===== src/rtl/mp_add_seq.sv =====
// mp_add_seq: multi-precision add/subtract sequencer reusing one 8-bit Sklansky adder
// Ports: clk, rst_n (async active-low); in_valid/in_ready/in_a/in_b/in_cin/in_sub request side;
//        out_valid/out_ready/out_sum/out_cout/out_ovf result side; busy high outside IDLE.

module adder (
    input  logic [7:0] a,
    input  logic [7:0] b,
    input  logic       cin,
    output logic [7:0] sum,
    output logic       cout
);
    logic [7:0] gp, pp, gn, pn;
    logic [8:0] c;
    logic [2:0] j;
    // Sklansky tree: at level k, every bit with bit k of its index set merges with
    // the top bit of the preceding 2^k-aligned block.
    always_comb begin
        gp = a & b;
        pp = a ^ b;
        gn = '0;
        pn = '0;
        j  = '0;
        for (int k = 0; k < 3; k++) begin
            gn = gp;
            pn = pp;
            for (int i = 0; i < 8; i++) begin
                if (((i >> k) & 1) == 1) begin
                    j     = 3'(((i >> k) << k) - 1);
                    gn[i] = gp[i] | (pp[i] & gp[j]);
                    pn[i] = pp[i] & pp[j];
                end
            end
            gp = gn;
            pp = pn;
        end
        c[0] = cin;
        for (int i = 0; i < 8; i++) c[i+1] = gp[i] | (pp[i] & cin);
    end
    assign sum  = (a ^ b) ^ c[7:0];
    assign cout = c[8];
endmodule

module mp_add_seq #(
    parameter int WORDS = 4
) (
    input  logic               clk,
    input  logic               rst_n,
    input  logic               in_valid,
    output logic               in_ready,
    input  logic [8*WORDS-1:0] in_a,
    input  logic [8*WORDS-1:0] in_b,
    input  logic               in_cin,
    input  logic               in_sub,
    output logic               out_valid,
    input  logic               out_ready,
    output logic [8*WORDS-1:0] out_sum,
    output logic               out_cout,
    output logic               out_ovf,
    output logic               busy
);
    localparam int W  = 8 * WORDS;
    localparam int IW = (WORDS > 1) ? $clog2(WORDS) : 1;

    typedef enum logic [1:0] {IDLE, RUN, DONE} state_t;

    state_t          state_q, state_d;
    logic [IW-1:0]   idx_q, idx_d;
    logic            carry_q, carry_d;
    logic [W-1:0]    opa_q, opa_d, opb_q, opb_d, res_q, res_d;
    logic            cout_q, cout_d, ovf_q, ovf_d, valid_q, valid_d;
    logic [7:0]      a_byte, b_byte, s_byte;
    logic            s_cout, last;

    assign a_byte = opa_q[8*idx_q +: 8];
    assign b_byte = opb_q[8*idx_q +: 8];
    assign last   = idx_q == IW'(WORDS - 1);

    adder u_adder (.a(a_byte), .b(b_byte), .cin(carry_q), .sum(s_byte), .cout(s_cout));

    always_comb begin
        state_d = state_q;
        idx_d   = idx_q;
        carry_d = carry_q;
        opa_d   = opa_q;
        opb_d   = opb_q;
        res_d   = res_q;
        cout_d  = cout_q;
        ovf_d   = ovf_q;
        // out_valid trails entry into DONE by one edge and drops on the accepting edge
        valid_d = (state_q == DONE) && !(valid_q && out_ready);
        case (state_q)
            IDLE: if (in_valid) begin
                opa_d   = in_a;
                opb_d   = in_sub ? ~in_b : in_b;
                carry_d = in_cin;
                idx_d   = '0;
                state_d = RUN;
            end
            RUN: begin
                res_d[8*idx_q +: 8] = s_byte;
                carry_d = s_cout;
                if (last) begin
                    cout_d  = s_cout;
                    ovf_d   = (a_byte[7] == b_byte[7]) && (s_byte[7] != a_byte[7]);
                    state_d = DONE;
                end else begin
                    idx_d = idx_q + 1'b1;
                end
            end
            DONE: state_d = (valid_q && out_ready) ? IDLE : DONE;
            default: state_d = IDLE;
        endcase
    end

    always_ff @(posedge clk or negedge rst_n) begin
        if (!rst_n) begin
            state_q <= IDLE;
            idx_q   <= '0;
            carry_q <= 1'b0;
            opa_q   <= '0;
            opb_q   <= '0;
            res_q   <= '0;
            cout_q  <= 1'b0;
            ovf_q   <= 1'b0;
            valid_q <= 1'b0;
        end else begin
            state_q <= state_d;
            idx_q   <= idx_d;
            carry_q <= carry_d;
            opa_q   <= opa_d;
            opb_q   <= opb_d;
            res_q   <= res_d;
            cout_q  <= cout_d;
            ovf_q   <= ovf_d;
            valid_q <= valid_d;
        end
    end

    assign in_ready  = state_q == IDLE;
    assign busy      = state_q != IDLE;
    assign out_valid = valid_q;
    assign out_sum   = res_q;
    assign out_cout  = cout_q;
    assign out_ovf   = ovf_q;
endmodule

===== config.mk =====
export PLATFORM = sky130hd
export DESIGN_NAME = mp_add_seq
export DESIGN_NICKNAME = d
export VERILOG_FILES = /design/src/rtl/mp_add_seq.sv
export SDC_FILE = /design/constraint.sdc
export NUM_CORES = 1
export LEC_CHECK = 0
export CAP_MARGIN = 5
export CORE_MARGIN = 4
export CORE_UTILIZATION = 25
export CTS_CLUSTER_DIAMETER = 150
export DETAILED_ROUTE_END_ITERATION = 10
export PLACE_DENSITY = 0.46
export SYNTH_ARGS = -nofsm -noshare
export SYNTH_HDL_FRONTEND = slang
export SYNTH_SLANG_ARGS = --single-unit

===== constraint.sdc =====
create_clock -name clk -period 5.4 [get_ports clk]
set_input_delay 0.81 -clock clk [delete_from_list [all_inputs] [get_ports clk]]
set_output_delay 0.81 -clock clk [all_outputs]
set_load 0.03 [all_outputs]

==> flow_summary.ini, run 1 <==
[grt]
grt_pass1_wl_um = 21200
grt_max_degree = 76
grt_overflow = 0
track_usage_pct = 12.3
antenna_found_initial = 0
grt_pass1_vias = 3951

[cts]
h-tree-depth = 3
numCtsBuffers = 9
clock_latency_ns = 0.35
clk_pin_slew_worst_paths_ns = 0.07
clock-sinks = 104
cts_tree = built
cts-root-buf = clkbuf_16
post_cts_buffers = 0
hold_buffers = 0
clockBufferDepth = 2
cts_resized = 0

[drt]
detail-route-antenna-nets = 0
via_per_inst = 4.34
drtPass1Iterations = 4
drt_iter0_markers = 168
post-route-drc-count = 0
wl_um = 13100
wl_per_cell_um = 15.7
num_vias = 3626

[timing]
finalCriticalPeriod_ns = 3.46
setup-tns-final_ns = 0
post-route-period-util_pct = 64.1
finalSetupViolations = 0
maxSlewHeadroom_pct = 40.5
fin_skew_ns = 0.00482
drv_slew = 0
final_hold_viol_count = 0
fmax_mhz = 289
rsz0062_at_grt = false
tightest_slew_ns = 0.893

[hold_path]
worst_hold_path.num_cells = 2
worstHoldStart = opa_q[16]
min_to = opa_q[16]
hp-class = register to register

[synthesis]
ys_async_sr_fraction_pct = 100
synth_cells = 467
ys_ff_latch = 104
postSynthAreaPerCell_um2 = 10.5
yosysSeqAreaShare_pct = 53.0
ys.warnings.count = 0
yosys_most_used_dff = dfrtp_1
synth_area_um2 = 4910
ys_types = 39
syn_nets = 552
synth_edf_count = 0

[placement]
gp_congestion = 0.819
numPortBuffers = 106
hpwl_um = 9940

[setup_path]
startpoint_type = register
crit_chain = buf_4, mux4_2, ha_1, a211oi_2, nor2_1, a211oi_1, xor2_1, o21ai_1
reg2reg_depth = 8
critPathRequiredTime_ns = 5.62
r2r_slack_ns = 1.94
worst-path-buf-inv = 1
arrival_ns = 3.68
critical_path_class = register to register
crit_slowest_cell = dfrtp_1
end_kind = register
crit_fanout = 15
max_stage_delay_ns = 0.91
rr_startpoint = idx_q[0]
rr_endpoint = out_sum[6]
crit_family = flip-flops

[floorplanning]
initial_core_util_pct = 25.3
fp.dieH_um = 148
core_um2 = 19400
dieArea_um2 = 22000
die_w_um = 148
rows = 51
num_io_pins = 107

[cells_and_area]
multi_input_area_um2 = 2200
ff_latch_area_um2 = 2600
final_nets = 650
areaGrowthSynthToFinish_pct = 32.7
final_util_pct = 33.6
drive_gt1_share_pct = 7.54
fill_cells = 2029
antenna_cells = 0

[pwr]
leakagePower_uw = 0.00289
powerDensity_nw_per_um2 = 618
max-vdd-ir-drop_mv = 0.305

[outcome]
status = complete, no violations

[flow_run]
cap_violations = 0
## registers in the layout, indices dropped and copies added, names as in the netlist
signal,cells
out_cout,1
out_sum,32
carry_q,1
opb_q,32
out_valid,1
opa_q,32
idx_q,2
out_ovf,1
state_q,2
## layer usage
layer	global-route usage (%)	part of all wire, %
met5	0	0
met4	3.37	1.6
met3	3.60	4.7
met2	20.3	48
met1	15.9	46
## tightest hold or removal path: stages (launching register included)
cell and delay (ns):
dfrtp_1 0.34, nand2_1 0.05, nand2_1 0.06
## synth_stat cells, types with 2 or more instances
| cell type | count | area, um^2 |
|---|---|---|
| nand2_1 | 150 | 563 |
| dfrtp_1 | 104 | 2600 |
| xnor2_1 | 35 | 307 |
| o21ai_0 | 27 | 135 |
| a22o_1 | 20 | 175 |
| clkbuf_1 | 17 | 63.8 |
| o21ai_1 | 17 | 85.1 |
| mux4_2 | 16 | 360 |
| ha_1 | 14 | 175 |
| nor2_1 | 10 | 37.5 |
| buf_2 | 5 | 25.0 |
| inv_1 | 4 | 15.0 |
| o31ai_1 | 4 | 30.0 |
| or3_1 | 4 | 25.0 |
| a211oi_1 | 3 | 22.5 |
| a21o_1 | 3 | 22.5 |
| and2_1 | 3 | 18.8 |
| and3_1 | 3 | 18.8 |
| nand2b_1 | 3 | 18.8 |
| nand3_1 | 3 | 15.0 |
| nand4_1 | 2 | 12.5 |
| nor3_1 | 2 | 10.0 |
| xor2_1 | 2 | 17.5 |
## kinds of logic (layout without fill, tap and decap cells)
logic type / after synthesis / count (layout) / share of synthesized area (%)
flops: 104 / 104 / 53.0
xor+xnor: 37 / 37 / 6.60
compound gates: 84 / 84 / 11.5
simple gates: 183 / 183 / 15.1
buf+inv: 27 / 130 / 2.27
mux: 17 / 17 / 7.56
fa+ha+maj: 15 / 15 / 3.97
## through the flow
step                      power [uW]  cell area (um^2)  std cells  hold slack [ns]  setup WS (ns)
after global placement          3390              6230        819            0.459           1.97
after floorplan                 2730              4910        467            0.440           2.34
after CTS                       4080              6520        835            0.482           1.86
after global routing            4360              6520        835            0.496           1.56
after detailed placement        3440              6230        819            0.463           1.88
final                           4030              6520        835            0.478           1.94
## worst max path at each step
stage	startpoint	end	slack (ns)	depth (start not counted)
after floorplan	idx_q[0]	out_ovf	2.34	9
after global placement	idx_q[0]	out_ovf	1.97	8
after detailed placement	idx_q[0]	out_sum[6]	1.88	8
after CTS	idx_q[0]	out_sum[6]	1.86	8
after global routing	idx_q[0]	out_sum[14]	1.56	8
final	idx_q[0]	out_sum[6]	1.94	8
## power breakdown
group / internal, uW / switching [uW]
combinational: 847 / 1220
clock: 349 / 281
sequential: 1100 / 237
total: 2300 / 1740
## cell usage in the layout, fill, tap and decap left out, types with 2 or more instances in the layout
master / count
nor3_1: 2
nor2_1: 10
nand4_1: 2
clkbuf_8: 3
a211oi_1: 3
nand2_1: 149
buf_4: 5
nand2_2: 2
o21ai_1: 17
xor2_1: 2
and2_1: 3
clkinv_2: 3
nand3_1: 3
nand2b_1: 3
mux4_2: 16
or3_1: 4
a21o_1: 3
o21ai_0: 27
a22o_1: 20
o31ai_1: 4
xnor2_1: 35
dfrtp_1: 104
and3_1: 3
clkbuf_16: 9
ha_1: 14
inv_1: 4
clkdlybuf4s50_1: 104
## layout make-up
type / count / area share (%)
clock inverters: 3 / 0.230
multi-input cells: 336 / 33.8
repair buffers: 110 / 16.6
inverters: 4 / 0.230
well taps: 265 / 5.09
flip-flops and latches: 104 / 39.9
clock buffers: 13 / 4.15
Note: power is estimated with default switching activity, not from simulation.
==> run 2: changes to the inputs <==
- PLACE_DENSITY: 0.46 -> 0.48
- clock period: 5.4 -> 3.1 ns (I/O delays scaled with it)
==> flow_summary.ini, run 2 (synthesis results as in run 1) <==
[drt]
num_vias = 3689
wl_um = 13200
drtPass1Iterations = 5
detail-route-antenna-nets = 0
wl_per_cell_um = 15.8
drt_iter0_markers = 180
post-route-drc-count = 0
via_per_inst = 4.42

[placement]
hpwl_um = 10200
place_area_um2 = 6290
dp_cells = 822
numPortBuffers = 106
gp_congestion = 0.817

[timing]
rsz0062_at_grt = false
finalCriticalPeriod_ns = 2.84
setup-tns-final_ns = 0
drv_slew = 0
tightest_slew_ns = 0.858
final_hold_viol_count = 0
finalSetupViolations = 0
maxSlewHeadroom_pct = 42.8
fin_skew_ns = 0.00682
fmax_mhz = 352
post-route-period-util_pct = 91.6

[cts]
cts_tree = built
clockBufferDepth = 2
h-tree-depth = 3
cts-root-buf = clkbuf_16
clk_pin_slew_worst_paths_ns = 0.06
post_cts_buffers = 0
hold_buffers = 0
clock-sinks = 104
cts_resized = 0
numCtsBuffers = 9
clock_latency_ns = 0.35

[setup_path]
crit_fanout = 15
rr_startpoint = idx_q[1]
startpoint_type = register
cp-startpoint = idx_q[1]
end_kind = register
critPathRequiredTime_ns = 3.33
critical_path_class = register to register
arrival_ns = 3.06

[cells_and_area]
ff_latch_area_um2 = 2600
final_nets = 653
layout_common_cells = nand2_1, dfrtp_1, clkdlybuf4s50_1
antenna_cells = 0
stdcell_count = 835
areaGrowthSynthToFinish_pct = 33.4
fill_cells = 1994
postLayoutCellArea_um2 = 6560
multi_input_area_um2 = 2200
final_common_cell = nand2_1
drive_gt1_share_pct = 7.54

[grt]
grt_max_degree = 65
grt_overflow = 0
track_usage_pct = 12.2
grt_pass1_wl_um = 20900
grt_pass1_vias = 3854
antenna_found_initial = 0

[hold_path]
hp-class = primary input to async pin

[floorplanning]
die_w_um = 148
initial_core_util_pct = 25.3
fp.dieH_um = 148
num_io_pins = 107
rows = 51
core_um2 = 19400
dieArea_um2 = 22000

[outcome]
status = complete, no violations

[pwr]
seq_power_share_pct = 32.8
switching_share_pct = 43.1
comb_power_share_pct = 52.4
p_int_uw = 4020
max-vdd-ir-drop_mv = 0.344
power_uw = 7070
powerDensity_nw_per_um2 = 1080
p_clk_share_pct = 14.8
switchingPower_uw = 3050
leakagePower_uw = 0.00290

[flow_run]
cap_violations = 0
-- run 2: cell count changes in the layout (fill, tap and decap cells not counted) --
cell / before / now
buf_12: 0 / 3
clkinv_2: 3 / 1
clkbuf_8: 3 / 2
-- run 2: per-layer routing --
layer | global-route usage (%) | part of all wire, % | vias to the layer above | routed length (um)
met5 | 0 | 0 | - | 0
met4 | 3.60 | 1.5 | 0 | 195
met3 | 3.29 | 4.7 | 17 | 625
met2 | 19.8 | 47 | 99 | 6240
met1 | 16.1 | 46 | 1783 | 6110
li1 | - | - | 1790 | -
-- run 2: final timing paths --
check / end / slack (ns) / cells after the start
worst min-delay path: opa_q[14] / 0.19 / 1
worst max register to register: out_sum[6] / 0.26 / 7
min in group clk: opb_q[19] / 0.47 / 2
worst max-delay path: out_sum[6] / 0.26 / 7
max in group asynchronous: out_ovf / 2.19 / 2
worst min register to register: opb_q[19] / 0.47 / 2
-- run 2: power by group through the flow --
stage               Clock (uW)  Combinational, uW  Sequential, uW
finish                    1040               3710            2320
global route              1130               4090            2380
CTS                       1080               3750            2320
detailed placement           0               3740            2340
global placement             0               3640            2360
floorplan                    0               2340            2430
-- run 2: area by class of cell --
cell class              instances  share of cell area (%)
clock inverters                 1                  0.0763
repair buffers                113                    17.4
well taps                     265                    5.06
inverters                       4                   0.229
flip-flops and latches        104                    39.7
multi-input cells             336                    33.6
clock buffers                  12                    3.91
-- run 2: critical path, stage by stage (launching register included) --
cell,delay (ns)
dfrtp_1,0.73
mux4_2,0.44
ha_1,0.34
a211oi_2,0.29
nor2_1,0.14
a211oi_1,0.29
xor2_1,0.36
o21ai_1,0.12
-- run 2: stage by stage --
stage / hold WS (ns) / worst slack [ns] / utilization (%)
CTS: 0.215 / 0.230 / 33.8
detailed placement: 0.467 / 0.274 / 32.4
global placement: 0.455 / 0.320 / 32.4
global route: 0.263 / 0.0556 / 33.8
finish: 0.189 / 0.261 / 33.8
floorplan: 0.169 / 0.0433 / -
==> run 3: changes to the inputs <==
- CORE_UTILIZATION: 25 -> 46
- PLACE_DENSITY: 0.48 -> 0.77
==> flow_summary.ini, run 3 (synthesis results as in run 1) <==
[outcome]
status = complete, no violations

[drt]
wl_per_cell_um = 16.4
drtPass1Iterations = 5
post-route-drc-count = 0
via_per_inst = 5.28
drt_iter0_markers = 153
num_vias = 3756
wl_um = 11600
detail-route-antenna-nets = 0

[cts]
numCtsBuffers = 9
cts-root-buf = clkbuf_8
clock_latency_ns = 0.36
cts_tree = built
cts_resized = 0
clock-sinks = 104
hold_buffers = 0
clockBufferDepth = 2
h-tree-depth = 3
post_cts_buffers = 0
clk_pin_slew_worst_paths_ns = 0.09

[timing]
fmax_mhz = 351
setup_slack_ns = 0.250
rsz0062_at_grt = false
finalCriticalPeriod_ns = 2.85
fin_skew_ns = 0.00919
final_hold_viol_count = 0
finalSetupViolations = 0
maxSlewHeadroom_pct = 45.1
tightest_slew_ns = 0.823
setup-tns-final_ns = 0
drv_slew = 0
post-route-period-util_pct = 92.0

[floorplanning]
initial_core_util_pct = 47.4
fp.dieH_um = 111
die_w_um = 111
rows = 37
core_um2 = 10400
dieArea_um2 = 12400
num_io_pins = 107

[setup_path]
startpoint_type = register
crit_fanout = 14
end_kind = register
critPathRequiredTime_ns = 3.33
critical_path_class = register to register
arrival_ns = 3.08

[grt]
antenna_found_initial = 0
grt_pass1_vias = 3906
track_usage_pct = 19.2
grt_max_degree = 105
grt_overflow = 0
grt_pass1_wl_um = 19400

[pwr]
max-vdd-ir-drop_mv = 0.447
powerDensity_nw_per_um2 = 1100
leakagePower_uw = 0.00290

[cells_and_area]
fill_cells = 834
drive_gt1_share_pct = 8.52
multi_input_area_um2 = 2200
final_common_cell = nand2_1
final_nets = 655
ff_latch_area_um2 = 2600
areaGrowthSynthToFinish_pct = 29.5
antenna_cells = 0
layout_common_cells = nand2_1, dfrtp_1, clkdlybuf4s50_1

[placement]
pre_cts_ws_ns = 0.286
numPortBuffers = 106
hpwl_um = 8860
gp_congestion = 0.888

[hold_path]
hp-class = primary input to async pin

[flow_run]
cap_violations = 0
## run 3: cell types whose count changed in the layout (fill, tap and decap cells not counted), sizes merged
cell	before	now
buf	9	11
bufinv	0	2
inv	4	5
## run 3: final timing paths
path	startpoint	end	slack, ns	depth (start not counted)
worst max-delay path	idx_q[0]	out_sum[14]	0.25	8
worst min-delay path	rst_n	opa_q[22]	0.16	2
worst max register to register	idx_q[0]	out_sum[14]	0.25	8
worst min register to register	out_valid	out_valid	0.47	1
max in group asynchronous	rst_n	opb_q[24]	2.55	2
min in group clk	out_valid	out_valid	0.47	1
## run 3: per-stage QoR
step / hold WS [ns] / instances / instance area [um^2] / power [uW] / util (%)
after floorplan: 0.169 / 467 / 4910 / 4760 / -
after CTS: 0.174 / 711 / 6360 / 7000 / 61.4
after detailed placement: 0.459 / 695 / 6120 / 6010 / 59.0
after global placement: 0.458 / 695 / 6120 / 5830 / 59.0
final: 0.164 / 711 / 6360 / 6980 / 61.4
after global routing: 0.196 / 711 / 6360 / 7480 / 61.4
## run 3: critical path, stage by stage, from the launching register on
cell,delay [ns]
dfrtp_1,0.37
buf_4,0.27
mux4_2,0.57
ha_1,0.32
a211oi_2,0.28
nor2_1,0.14
a211oi_1,0.29
xor2_1,0.34
o21ai_1,0.12
## run 3: routing by layer
| layer | wire, um | global-route usage (%) | vias up | part of all wire (%) |
|---|---|---|---|---|
| met5 | 0 | 0 | - | 0 |
| met4 | 100 | 4.14 | 0 | 0.86 |
| met3 | 671 | 3.91 | 12 | 5.8 |
| met2 | 6020 | 33.6 | 116 | 52 |
| met1 | 4840 | 24.9 | 1828 | 42 |
| li1 | - | - | 1800 | - |
## run 3: layout make-up
type / count / area share (%)
Clock inverter: 4 / 1.16
Sequential cell: 104 / 40.9
Inverter: 4 / 0.236
Clock buffer: 12 / 2.60
Tap cell: 136 / 2.67
Multi-Input combinational cell: 336 / 34.6
Timing Repair Buffer: 115 / 17.8
## run 3: where the power goes
part	switching, uW	leakage [uW]	internal (uW)
Clock	438	0.000123	523
Sequential	373	0.00134	1920
Combinational	2200	0.00144	1520
Total	3020	0.00290	3960
